[src/rtl/ram_arbiter.sv]
// Two-requester round-robin arbiter in front of a single-port synchronous RAM.
// Every access runs as a fixed IDLE/ISSUE/(CAPTURE)/ACK transaction, and all outputs are registered.
module ram_arbiter #(
    parameter int A = 10,
    parameter int D = 8
) (
    input  logic         clk,
    input  logic         reset,
    input  logic         r0_req,
    input  logic         r0_rw,
    input  logic [A-1:0] r0_addr,
    input  logic [D-1:0] r0_wdata,
    output logic [D-1:0] r0_rdata,
    output logic         r0_ack,
    input  logic         r1_req,
    input  logic         r1_rw,
    input  logic [A-1:0] r1_addr,
    input  logic [D-1:0] r1_wdata,
    output logic [D-1:0] r1_rdata,
    output logic         r1_ack,
    output logic         ram_cs,
    output logic         ram_rw,
    output logic [A-1:0] ram_addr,
    output logic [D-1:0] ram_wdata,
    input  logic [D-1:0] ram_rdata
);

    typedef enum logic [1:0] {
        IDLE,
        ISSUE,
        CAPTURE,
        ACK
    } state_t;

    state_t         r_state;
    state_t         w_state_nx;
    logic           r_gnt;
    logic           r_last;
    logic           w_gnt_nx;
    logic           w_last_nx;
    logic           w_win;
    logic           w_cs_nx;
    logic           w_rw_nx;
    logic [A-1:0]   w_addr_nx;
    logic [D-1:0]   w_wdata_nx;
    logic [D-1:0]   w_rd0_nx;
    logic [D-1:0]   w_rd1_nx;
    logic           w_ack0_nx;
    logic           w_ack1_nx;

    // On a tie the requester that did not win last time gets the grant.
    assign w_win = (r0_req && r1_req) ? ~r_last : r1_req;

    always_comb begin
        w_state_nx = r_state;
        w_gnt_nx   = r_gnt;
        w_last_nx  = r_last;
        w_cs_nx    = 1'b0;
        w_rw_nx    = ram_rw;
        w_addr_nx  = ram_addr;
        w_wdata_nx = ram_wdata;
        w_rd0_nx   = r0_rdata;
        w_rd1_nx   = r1_rdata;
        w_ack0_nx  = 1'b0;
        w_ack1_nx  = 1'b0;

        case (r_state)
            IDLE: begin
                if (r0_req || r1_req) begin
                    w_gnt_nx   = w_win;
                    w_last_nx  = w_win;
                    w_cs_nx    = 1'b1;
                    w_rw_nx    = w_win ? r1_rw    : r0_rw;
                    w_addr_nx  = w_win ? r1_addr  : r0_addr;
                    w_wdata_nx = w_win ? r1_wdata : r0_wdata;
                    w_state_nx = ISSUE;
                end
            end
            ISSUE: begin
                if (ram_rw) begin
                    w_state_nx = CAPTURE;
                end else begin
                    w_ack0_nx  = ~r_gnt;
                    w_ack1_nx  = r_gnt;
                    w_state_nx = ACK;
                end
            end
            CAPTURE: begin
                if (r_gnt) begin
                    w_rd1_nx = ram_rdata;
                end else begin
                    w_rd0_nx = ram_rdata;
                end
                w_ack0_nx  = ~r_gnt;
                w_ack1_nx  = r_gnt;
                w_state_nx = ACK;
            end
            ACK: begin
                w_state_nx = IDLE;
            end
            default: begin
                w_state_nx = IDLE;
            end
        endcase
    end

    // Reset abandons any in-flight access: the strobe and acks drop at once.
    always_ff @(posedge clk or posedge reset) begin
        if (reset) begin
            r_state   <= IDLE;
            r_gnt     <= 1'b0;
            r_last    <= 1'b1;
            ram_cs    <= 1'b0;
            ram_rw    <= 1'b0;
            ram_addr  <= '0;
            ram_wdata <= '0;
            r0_rdata  <= '0;
            r1_rdata  <= '0;
            r0_ack    <= 1'b0;
            r1_ack    <= 1'b0;
        end else begin
            r_state   <= w_state_nx;
            r_gnt     <= w_gnt_nx;
            r_last    <= w_last_nx;
            ram_cs    <= w_cs_nx;
            ram_rw    <= w_rw_nx;
            ram_addr  <= w_addr_nx;
            ram_wdata <= w_wdata_nx;
            r0_rdata  <= w_rd0_nx;
            r1_rdata  <= w_rd1_nx;
            r0_ack    <= w_ack0_nx;
            r1_ack    <= w_ack1_nx;
        end
    end

endmodule

[config.mk]
export PLATFORM = sky130hd
export DESIGN_NAME = ram_arbiter
export DESIGN_NICKNAME = d
export VERILOG_FILES = /design/src/rtl/ram_arbiter.sv
export SDC_FILE = /design/constraint.sdc
export NUM_CORES = 1
export LEC_CHECK = 0
export BUFFER_PORTS_ARGS = -buffer_cell sky130_fd_sc_hd__buf_2
export CAP_MARGIN = 0
export CORE_UTILIZATION = 36
export CTS_CLUSTER_DIAMETER = 50
export DETAILED_ROUTE_END_ITERATION = 16
export PLACE_DENSITY = 0.72
export SLEW_MARGIN = 20
export SYNTH_ARGS = -nofsm -noshare
export SYNTH_HDL_FRONTEND = slang
export SYNTH_SLANG_ARGS = --single-unit
[constraint.sdc]
create_clock -name clk -period 2.7 [get_ports clk]
set_input_delay 0.54 -clock clk [delete_from_list [all_inputs] [get_ports clk]]
set_output_delay 0.54 -clock clk [all_outputs]
set_load 0.02 [all_outputs]
==> impl_results.md <==
- Outcome: completed
- Power density over the cells: about 1200 nW/um^2
- Routed len/inst: ~12 um
- Worst VDD drop: between 0.4 and 0.5 mV
- Power consumption: 2.93 mW
- Top FF cell, synth: dfrtp_1
- Final Skew: around 0.0056 ns
- Worst Tran Pin Value: 0.789 ns
- CTS tree: built
- Syn Inst Count: 171
- Sw Pwr: 1.24 mW
- Fraction of registers with async set/reset: 1.00
- Tmin final: 2.02 ns
- Fill count: 472
- Dpl cells: ~320
- Die ar.: roughly 5500 um^2
- Antenna diodes: 0
- Vias in the first global route: 1,393
- RSZ-0062 raised after global routing: false
- Share of cells above drive strength 1: 0.492
- Yosys reg bits: between 40 and 50
- Final period util: 0.747
- CTS root buffer: clkbuf_8
- Row cnt: 25
- Count leader, synth: dfrtp_1
- Die Width: roughly 74 um
- Number of buffers created by CTS: 5
- Highest Clock Rate: ~500 MHz
- Hold buffers post-CTS: 0
- Top-area cell type share of the netlist area: 0.547
- Die Y: around 74 um
- GPL Wtd Cong: about 0.72
- Most common library cells after synthesis: dfrtp_1, a21oi_1, nand2_1, nor2_1, mux2_2
- Maximum clock path buffer count: 2
- Routed vias: about 1.5k
- CP Class: reg2reg
- Clock Pin Slew Worst Setup and Hold Paths: 0.08 ns
- DR pass1 iterations: 4
- DR iter-0 viols: 53
- Min-delay worst type: in2async
- Non-filler cells, final: approximately 330
- Register Area: approximately 1100 um^2
- Power Internal: ~1.7 mW
- CP Max Fanout: 21
- Remaining antenna violation count after routing: 0
- P&R area growth vs syn: 28.1%
- Final hold vios: 0
- Post-synthesis cell type count: 22
- Setup Buffers After CTS: 0
- Initial Utilization: 0.385
- Min Hold Slack: 0.359 ns
- DR DRC count: 0
- Placed cell area: around 2300 um^2
- Post-CTS resize count: 0
- Worst slack, placed: 0.351 ns
- Sw Ratio: 0.425
- Max-slew violation count: 0
- Final core occ: 0.493
- Final instance area: 2400 um^2
- Worst EP arrival: roughly 2.2 ns
- Clock Latency Late Sink: roughly 0.29 ns
- Net count, final: around 310
- Multi-input logic area: approximately 720 um^2
- Critical path startpoint category: flop
- Detailed Route WL: just under 4 mm
- Synth top area cells: dfrtp_1, mux2_2, a21oi_1
- Final setup viols: 0
- Synth Net Count: 225
- Core area: about 5000 um^2
- Crit. End Element: flop
- Crit path setup slack, layout: ~0.68 ns
- Initial antenna violation count: 0
- Port Buffers: 87
- Number of synthesized flops with an enable pin: 0
- Req. time, crit path: 2.88 ns
- Yosys top cell by area: dfrtp_1
- Post-synthesis area per instance: 11.0 um^2
- H-tree depth: 2
- P_leak: 1.20 nW
- Flop pwr share: 0.377
- Gate power share: 0.491
- Largest net degree at the start of global routing: 43
- Setup TNS: 0 ns
- Synth Cell Area: ~1900 um^2
- Detailed Place HPWL: between 2 and 3 mm
- Clock sinks: 42
- First-pass GRT wire length: 6.49 mm
- Clk pwr share: 0.131
- Yosys Warn Count: 0
- Vias per std cell: 4.62
- Post-synthesis sequential area ratio: 0.561
- GRT Util Overall: 0.158
- Max Cap Viol: 0
- GRT overflow: 0
- Max transition margin: 0.474
- IO Pins: a little under 90
state kept, by name, indices dropped and copies added (netlist names):
register and cells:
ram_rw 1, ram_cs 1, r0_rdata 8, r1_rdata 8
ram_addr 10, r_last 1, r_state 2, r0_ack 1
r1_ack 1, ram_wdata 8, r_gnt 1
cells by family after synthesis:
kind of cell / count (synthesis) / synth area share
compound gates: 48 / 0.158
fa+ha+maj: 4 / 0.0267
buf+inv: 14 / 0.0560
flops: 42 / 0.561
mux: 16 / 0.0960
simple gates: 47 / 0.103
path summary, 6_finish.rpt:
kind / cells past startpoint / startpoint / endpoint / slack [ns]
min in group clk: 3 / r0_wdata[6] / ram_wdata[6]$_DFFE_PP0P_ / 0.47
max in group asynchronous: 3 / reset / r_last$_DFFE_PP1P_ / 1.97
min: 3 / reset / ram_addr[2]$_DFFE_PP0P_ / 0.36
min reg2reg: 1 / r_gnt$_DFFE_PP0P_ / r0_ack$_DFF_PP0_ / 0.48
max reg2reg: 6 / r_state[0]$_DFFE_PP0P_ / ram_addr[2]$_DFFE_PP0P_ / 0.68
max: 6 / r_state[0]$_DFFE_PP0P_ / ram_addr[2]$_DFFE_PP0P_ / 0.68
critical path, stage by stage, from the launching register on:
cell and delay [ns]:
dfrtp_1 0.35, inv_1 0.10, ha_1 0.28, o21ai_2 0.33
inv_1 0.55, nor2_1 0.22, a21oi_1 0.07
cell usage in the layout (no fill, tap or decap), drive strengths merged:
cell	Yosys	routed
buf	9	89
dfrtp	41	41
a21oi	39	39
nand2	22	22
nor2	21	21
mux2	16	16
clkbuf	0	5
o21ai	5	5
inv	5	4
ha	4	4
clkinv	0	3
nor2b	2	2
a21boi	1	1
or3b	1	1
a21bo	1	1
nor3	1	1
a22oi	1	1
a31oi	1	1
dfstp	1	1
power by group through the flow:
| stage | Sequential, mW | Clock, mW | Combinational, mW |
|---|---|---|---|
| finish | 1.11 | 0.384 | 1.44 |
| global route | 1.15 | 0.417 | 1.59 |
| CTS | 1.11 | 0.394 | 1.46 |
| detailed placement | 1.12 | 0 | 1.46 |
| global placement | 1.12 | 0 | 1.42 |
| floorplan | 1.46 | 0 | 0.700 |
routing by layer:
| metal | vias to the layer above | wire length (um) | track usage | part of all wire |
|---|---|---|---|---|
| met1 | 688 | 1650 | 0.188 | 0.42 |
| met4 | 0 | 55 | 0.0513 | 0.014 |
| met2 | 63 | 1990 | 0.273 | 0.50 |
| met3 | 6 | 277 | 0.0474 | 0.070 |
| li1 | 746 | - | - | - |
| met5 | - | 0 | 0 | 0 |
layout make-up:
class | instances | area share
clock buffer | 5 | 0.0286
clock inverter | 2 | 0.00416
inverter | 5 | 0.00781
multi-input combinational | 115 | 0.299
sequential | 42 | 0.438
tap | 67 | 0.0349
timing repair buffer | 89 | 0.187
Note: power is estimated with default switching activity, not from simulation.
